$ cat src/rtl/collision_life_ctrl.sv
// collision_life_ctrl
//   Once per video frame, checks the plane sprite against up to N_OBJ obstacle
//   slots. Any overlap costs exactly one life and opens an invulnerability
//   window that lasts a fixed number of evaluated frames. Running out of lives
//   enters a terminal DEAD state that only reset clears.
//
// Ports
//   clk         system clock
//   resetn      asynchronous active-low reset
//   frame_tick  one-cycle pulse per frame; coordinates are stable in that cycle
//   enable      game running; 0 pauses (ticks ignored, state held)
//   plane_y     plane top y
//   obj_valid   per-slot active flag
//   obj_kind    per-slot kind: 0 = ground obstacle, 1 = box
//   obj_x/y/w/h packed per-slot geometry, slot i at [i*COORD_W +: COORD_W]
//   life        remaining lives
//   hit         one-cycle pulse when a life is lost
//   hit_id      lowest slot index involved in the last hit
//   invuln      high while invulnerable
//   game_over   high in DEAD or while resetn is low
module collision_life_ctrl #(
    parameter int COORD_W       = 10,
    parameter int N_OBJ         = 4,
    parameter int PLANE_X       = 100,
    parameter int PLANE_W       = 16,
    parameter int PLANE_H       = 16,
    parameter int LIVES         = 3,
    parameter int LIFE_W        = 3,
    parameter int INVULN_FRAMES = 60,
    parameter int ID_W          = 2
) (
    input  logic                       clk,
    input  logic                       resetn,
    input  logic                       frame_tick,
    input  logic                       enable,
    input  logic [COORD_W-1:0]         plane_y,
    input  logic [N_OBJ-1:0]           obj_valid,
    input  logic [N_OBJ-1:0]           obj_kind,
    input  logic [N_OBJ*COORD_W-1:0]   obj_x,
    input  logic [N_OBJ*COORD_W-1:0]   obj_y,
    input  logic [N_OBJ*COORD_W-1:0]   obj_w,
    input  logic [N_OBJ*COORD_W-1:0]   obj_h,
    output logic [LIFE_W-1:0]          life,
    output logic                       hit,
    output logic [ID_W-1:0]            hit_id,
    output logic                       invuln,
    output logic                       game_over
);

    // One extra bit so coordinate sums never wrap.
    localparam int CW1   = COORD_W + 1;
    localparam int CNT_W = (INVULN_FRAMES < 1) ? 1 : $clog2(INVULN_FRAMES + 1);

    localparam logic [CW1-1:0]    PX_LO    = CW1'(PLANE_X);
    localparam logic [CW1-1:0]    PX_HI    = CW1'(PLANE_X + PLANE_W);
    localparam logic [CW1-1:0]    PH       = CW1'(PLANE_H);
    localparam logic [CNT_W-1:0]  CNT_INIT = CNT_W'(INVULN_FRAMES);
    localparam logic [LIFE_W-1:0] LIFE_INIT = LIFE_W'(LIVES);

    typedef enum logic [1:0] {
        ST_ALIVE  = 2'd0,
        ST_INVULN = 2'd1,
        ST_DEAD   = 2'd2
    } state_t;

    function automatic logic [CW1-1:0] ext(input logic [COORD_W-1:0] v);
        return {1'b0, v};
    endfunction

    // Ground obstacles extend to the screen bottom, so only their top edge
    // matters vertically; boxes need a full two-sided Y overlap.
    function automatic logic overlap(
        input logic               kind,
        input logic [COORD_W-1:0] ox,
        input logic [COORD_W-1:0] oy,
        input logic [COORD_W-1:0] ow,
        input logic [COORD_W-1:0] oh,
        input logic [COORD_W-1:0] py
    );
        logic x_ov;
        logic y_top;
        logic y_bot;
        x_ov  = (PX_HI >= ext(ox)) && (PX_LO <= ext(ox) + ext(ow));
        y_top = (ext(py) + PH) >= ext(oy);
        y_bot = ext(py) <= (ext(oy) + ext(oh));
        return x_ov && y_top && (kind ? y_bot : 1'b1);
    endfunction

    // Life counter saturates at zero.
    function automatic logic [LIFE_W-1:0] sat_dec(input logic [LIFE_W-1:0] v);
        return (v == '0) ? '0 : v - LIFE_W'(1);
    endfunction

    function automatic logic [ID_W-1:0] lowest_idx(input logic [N_OBJ-1:0] v);
        logic [ID_W-1:0] idx;
        idx = '0;
        for (int i = N_OBJ - 1; i >= 0; i--) begin
            if (v[i]) idx = ID_W'(i);
        end
        return idx;
    endfunction

    logic [N_OBJ-1:0]  ov_p0;
    logic [N_OBJ-1:0]  ov_p1;
    logic              vld_p1;

    state_t            state_q, state_d;
    logic [LIFE_W-1:0] life_q, life_d;
    logic [CNT_W-1:0]  cnt_q, cnt_d;
    logic [ID_W-1:0]   hit_id_q, hit_id_d;
    logic              hit_q, hit_d;
    logic              invuln_q;

    // ---- stage 0: combinational per-slot overlap ----
    always_comb begin
        ov_p0 = '0;
        for (int i = 0; i < N_OBJ; i++) begin
            ov_p0[i] = obj_valid[i] & overlap(obj_kind[i],
                                              obj_x[i*COORD_W +: COORD_W],
                                              obj_y[i*COORD_W +: COORD_W],
                                              obj_w[i*COORD_W +: COORD_W],
                                              obj_h[i*COORD_W +: COORD_W],
                                              plane_y);
        end
    end

    // ---- stage 1: capture overlap vector on enabled frame ticks ----
    always_ff @(posedge clk or negedge resetn) begin
        if (!resetn) begin
            vld_p1 <= 1'b0;
            ov_p1  <= '0;
        end else begin
            vld_p1 <= frame_tick & enable;
            if (frame_tick & enable) ov_p1 <= ov_p0;
        end
    end

    // ---- stage 2: life / invulnerability FSM ----
    always_comb begin
        state_d  = state_q;
        life_d   = life_q;
        cnt_d    = cnt_q;
        hit_id_d = hit_id_q;
        hit_d    = 1'b0;
        if (vld_p1) begin
            unique case (state_q)
                ST_ALIVE: begin
                    if (|ov_p1) begin
                        life_d   = sat_dec(life_q);
                        hit_d    = 1'b1;
                        hit_id_d = lowest_idx(ov_p1);
                        cnt_d    = CNT_INIT;
                        state_d  = (life_q <= LIFE_W'(1)) ? ST_DEAD : ST_INVULN;
                    end
                end
                ST_INVULN: begin
                    // The frame that finds cnt==0 still ignores collisions,
                    // giving a window of INVULN_FRAMES+1 evaluated frames.
                    if (cnt_q == '0) state_d = ST_ALIVE;
                    else             cnt_d   = cnt_q - CNT_W'(1);
                end
                ST_DEAD: begin
                    state_d = ST_DEAD;
                end
                default: begin
                    state_d = ST_ALIVE;
                end
            endcase
        end
    end

    always_ff @(posedge clk or negedge resetn) begin
        if (!resetn) begin
            state_q  <= ST_ALIVE;
            life_q   <= LIFE_INIT;
            cnt_q    <= '0;
            hit_id_q <= '0;
            hit_q    <= 1'b0;
            invuln_q <= 1'b0;
        end else begin
            state_q  <= state_d;
            life_q   <= life_d;
            cnt_q    <= cnt_d;
            hit_id_q <= hit_id_d;
            hit_q    <= hit_d;
            invuln_q <= (state_d == ST_INVULN);
        end
    end

    assign life      = life_q;
    assign hit       = hit_q;
    assign hit_id    = hit_id_q;
    assign invuln    = invuln_q;
    // Held high during reset so the game FSM never sees a live game mid-reset.
    assign game_over = ~resetn | (state_q == ST_DEAD);

endmodule

$ cat config.mk
export PLATFORM = sky130hd
export DESIGN_NAME = collision_life_ctrl
export DESIGN_NICKNAME = d
export VERILOG_FILES = /design/src/rtl/collision_life_ctrl.sv
export SDC_FILE = /design/constraint.sdc
export NUM_CORES = 1
export LEC_CHECK = 0
export ABC_AREA = 1
export BUFFER_PORTS_ARGS = -buffer_cell sky130_fd_sc_hd__buf_2
export CELL_PAD_IN_SITES_DETAIL_PLACEMENT = 2
export CELL_PAD_IN_SITES_GLOBAL_PLACEMENT = 2
export CORE_AREA = 2 2 198 141
export CTS_CLUSTER_SIZE = 8
export DETAILED_ROUTE_END_ITERATION = 8
export DIE_AREA = 0 0 200 143
export PLACE_DENSITY = 0.89
export SETUP_SLACK_MARGIN = 0.15
export SYNTH_ARGS = -nofsm -noshare
export SYNTH_HDL_FRONTEND = slang
export SYNTH_SLANG_ARGS = --single-unit
$ cat constraint.sdc
create_clock -name clk -period 1.5 [get_ports clk]
set_input_delay 0.15 -clock clk [delete_from_list [all_inputs] [get_ports clk]]
set_output_delay 0.15 -clock clk [all_outputs]
set_load 0.02 [all_outputs]
==> results.md <==
| Group | Quantity | This run |
| --- | --- | --- |
| drt | DRC marker count from the first detailed-route iteration | 193 |
| sta | Worst-case hold slack | 314 ps |
| logic synthesis | Net count of the mapped netlist | 1410 |
| sta | Max-slew violation total from the final report | 0 |
| worst setup path | Beginning of the worst register-to-register path | cnt_q[3] |
| final layout | Syn-to-layout area delta | 58.5% |
| drt | Detailed-route wire length | 36.4 mm |
| sta | Minimum clock period | 2480 ps |
| final layout | Final cell area excluding filler cells | 10900 um^2 |
| sta | Number of hold violations in the final report | 0 |
| sta | Max Clock Skew | 2.51 ps |
| worst setup path | Reg2Reg Capture Point | hit_id[1] |
| logic synthesis | Largest family of logic cells by synthesized area | adder cells |
| place | Final HPWL from detailed placement | 30.4 mm |
| pwr | Leakage dissipation | 6.05 nW |
| logic synthesis | Count of mapped cells out of synthesis | 1055 |
| floorplanning | Area of the core | 26600 um^2 |
| worst setup path | Launch point of the worst path | obj_y[23] |
| worst setup path | Critical path data required time | 1650 ps |
| worst setup path | Crit path arrival time | 2640 ps |
| logic synthesis | Netlist Area Pre-Place | 6860 um^2 |
| cts | Depth of the CTS H-tree | 1 |
| worst setup path | Register-to-Register Setup Slack | -200 ps |
| flow run | Max-Cap Viols | 0 |
| logic synthesis | Yosys synthesis warning count | 0 |
| worst setup path | Kind of launch point of the worst setup path | primary input |
| place | RePlAce Congestion | 0.896 |
| floorplanning | Effective utilization at floorplan | 25.8% |
| place | Count of buffers inserted at the top-level ports | 189 |
| logic synthesis | Number of storage elements in the synthesis netlist | 20 |
| logic synthesis | EDFF count, synth | 0 |
| sta | Unrepaired setup endpoints after global routing | yes |
| worst setup path | Slowest stage cell, crit path | sky130_fd_sc_hd__ha_1 |
| pwr | Post-layout total power | 6.29 mW |
| final layout | Finished Layout Cells | 1857 |
| worst setup path | R2r worst-path depth | 8 |
| place | Inst Count DP | 1817 |
| logic synthesis | Fraction of the yosys area taken by sequential cells | 7.33% |
| sta | Final setup violation count | 15 |
| cts | Total clock sinks | 20 |
| floorplanning | DIE HEIGHT | 143 um |
| worst setup path | Kind of critical path | primary input to flip-flop |
| cts | Root buffer cell | sky130_fd_sc_hd__clkbuf_16 |
| sta | Peak clock frequency supported by timing | 403 MHz |
| worst setup path | Critical path, cell by cell | buf_2 -> ha_4 -> nand2_1 -> nand2_2 -> a21oi_2 -> o21ai_4 -> xor2_2 -> ha_1 -> nand2_2 -> nor2_2 -> nand2_1 -> nand2_1 -> nand2_2 -> nand2_1 -> nand2_1 -> nand2_2 -> nand3_2 -> nand2_2 -> nor2_4 -> nand2_2 -> nand2_1 |
| pwr | Power density over the cells | 579 nW/um^2 |
| logic synthesis | Per-instance average area after synthesis | 6.50 um^2 |
| global route | Maximum number of pins on one net before global-route repair | 21 |
| cts | Clock latency on the worst-skew pair | 260 ps |
| sta | Least-Margin Pin Slew | 503 ps |
| global route | Wire length of the first global-routing pass | 54.9 mm |
| place | Cell area reported after detailed placement | 10000 um^2 |
| global route | Total track usage | 24.4% |
| floorplanning | Number of core rows | 50 |
| place | Dpl ws | -1440 ps |
| logic synthesis | Adder-cell share of the synthesized area | 32.4% |
| logic synthesis | Most common flop cell mapped by yosys | sky130_fd_sc_hd__dfrtp_1 |
| drt | Detailed-routing iteration count for the pre-antenna-repair pass | 4 |
| logic synthesis | Post-synthesis async set-or-reset flop share | 100% |
| drt | Remaining DRCs | 0 |
| drt | Number of nets with antenna violations after routing | 0 |
| status | Result of the run | finished, violations left |
| cts | CTS tree | done |
| cts | Clock tree buffer depth | 2 |
| floorplanning | Die X | 200 um |
| hold path | Hold/Removal Path Class | primary input to flip-flop |
| drt | Routed wirelength normalized by instance count | 19.6 um |
| worst setup path | CP endpoint kind | flip-flop |
| sta | Slew Limit Headroom | 66.3% |
| floorplanning | I/O pin cnt | 190 |
| sta | Final critical-path setup slack | -983 ps |
| final layout | Ratio of cells with drive above 1 in the final layout | 37.9% |
| drt | Vias per Instance | 4.92 |
| status | Failing checks | setup timing |
| pwr | VDD IR-drop max | 0.000577 V |
| cts | Clock transition time at the flip-flop clock pins of the worst setup and hold paths | 70 ps |
| drt | Vias | 9136 |
| worst setup path | Critical path endpoint | ov_p1[2] |
| final layout | Net count reported at finish | 1846 |
| global route | Number of antenna violations at the first check in global routing | 6 |
| sta | Crit share post-route | 166% |
| logic synthesis | Post-synthesis simple-gate area fraction | 29.1% |
| cts | TritonCTS Buffers | 3 |
| floorplanning | Area of the die | 28600 um^2 |
| logic synthesis | Mux cell area share after synthesis | 0% |
| worst setup path | Largest fanout of any net on the critical path | 3 |
| logic synthesis | Post-synthesis compound-gate area fraction | 14.3% |
| global route | GR Overflow Total | 0 |
| logic synthesis | Netlist cell types | 42 |
| logic synthesis | Area share of xor/xnor cells in the synthesized design | 6.64% |
| global route | Number of global-route vias before repair | 10600 |
| worst setup path | Maximum cell stage delay along the critical path | 340 ps |
## power breakdown
part           internal, mW  switching [mW]
Sequential            0.632           0.120
Clock                 0.531           0.246
Combinational          2.14            2.62
Total                  3.31            2.99
## flip-flops by register name, indices dropped and copies added, names as in the netlist
signal   flops
ov_p1        4
life         3
cnt_q        6
vld_p1       1
invuln       1
hit          1
hit_id       2
state_q      2
## metrics by stage
stage | TNS [ps] | utilization (%)
2_1_floorplan | -2530 | -
3_3_place_gp | -4080 | 37.6
3_5_place_dp | -5170 | 37.6
4_1_cts | -3340 | 39.8
5_1_grt | -6050 | 40.9
6_report | -4850 | 40.9
## final cells by class
type | count | area (um^2)
fill | 3237 | 15700
inverter | 185 | 708
clock inverter | 1 | 30.0
multi-input combinational | 850 | 6240
antenna | 3 | 7.51
sequential | 20 | 507
tap | 364 | 455
timing repair buffer | 431 | 2860
clock buffer | 3 | 75.1
## synthesized netlist by cell type, types with 8 or more instances
cell type / number / share of area [%]
sky130_fd_sc_hd__dfrtp_1: 18 / 6.6
sky130_fd_sc_hd__a21oi_1: 86 / 6.3
sky130_fd_sc_hd__nor2_1: 66 / 3.6
sky130_fd_sc_hd__nor3_1: 11 / 0.80
sky130_fd_sc_hd__nand2_1: 258 / 14
sky130_fd_sc_hd__xor2_1: 36 / 4.6
sky130_fd_sc_hd__nand3_1: 63 / 4.6
sky130_fd_sc_hd__ha_1: 165 / 30
sky130_fd_sc_hd__inv_1: 182 / 10
sky130_fd_sc_hd__nand4_1: 34 / 3.1
sky130_fd_sc_hd__nand3b_1: 11 / 1.2
sky130_fd_sc_hd__o21ai_0: 32 / 2.3
sky130_fd_sc_hd__xnor2_1: 16 / 2.0
sky130_fd_sc_hd__fa_1: 8 / 2.3
## what timing repair did
item	CTS	global route
cloned	0	0
hold endpoints to repair	18	0
endpoints found under the setup margin	16	18
setup buffers	16	16
pin swaps	67	43
gates resized for setup	76	48
hold buffers	1	0
## worst min path at each step
stage	start	to	slack, ps	depth (start not counted)
2_1_floorplan	resetn	cnt_q[0]	-150	0
3_3_place_gp	resetn	cnt_q[5]	180	2
3_5_place_dp	resetn	cnt_q[5]	180	2
4_1_cts	enable	ov_p1[0]	330	5
5_1_grt	enable	ov_p1[1]	350	5
6_report	enable	ov_p1[1]	310	5
## worst max-delay path: cells and delay by family
kind	cells	cell delay [ps]
buf+inv	1	130
compound gates	2	280
fa+ha+maj	2	600
simple gates	15	1260
xor+xnor	1	200
## metal layers
layer,share of wire (%),track usage (%),up-vias,routed length (um)
met3,4.0,3.07,65,1470
met1,42,29.1,4455,15400
met5,0.094,0,-,34
met2,51,46.6,206,18600
met4,2.2,4.68,6,784
li1,-,-,4404,-
## layout by cell type, fill, tap and decap left out, drive strengths merged, types with 2 or more instances in the layout
cell type	count
buf	430
nand2	261
inv	183
ha	165
a21oi	87
nor2	68
nand3	65
o21ai	38
xor2	36
nand4	34
dfrtp	18
xnor2	16
nand3b	11
nor3	11
fa	8
a31oi	7
o21a	6
a21o	5
o2111ai	5
a41oi	5
o211ai	4
diode	3
a211oi	3
clkbuf	3
and3	3
o31ai	3
nor4	3
o21bai	2
dfstp	2
clkinv	2
## cells by family after synthesis
group / after synthesis
AOI/OAI and AO/OA: 168
xor gates and xnor gates: 52
adders and majority gates: 173
buffers and inverters: 185
DFF: 20
and+or+nand+nor: 457
(Power assumes the default switching activity.)
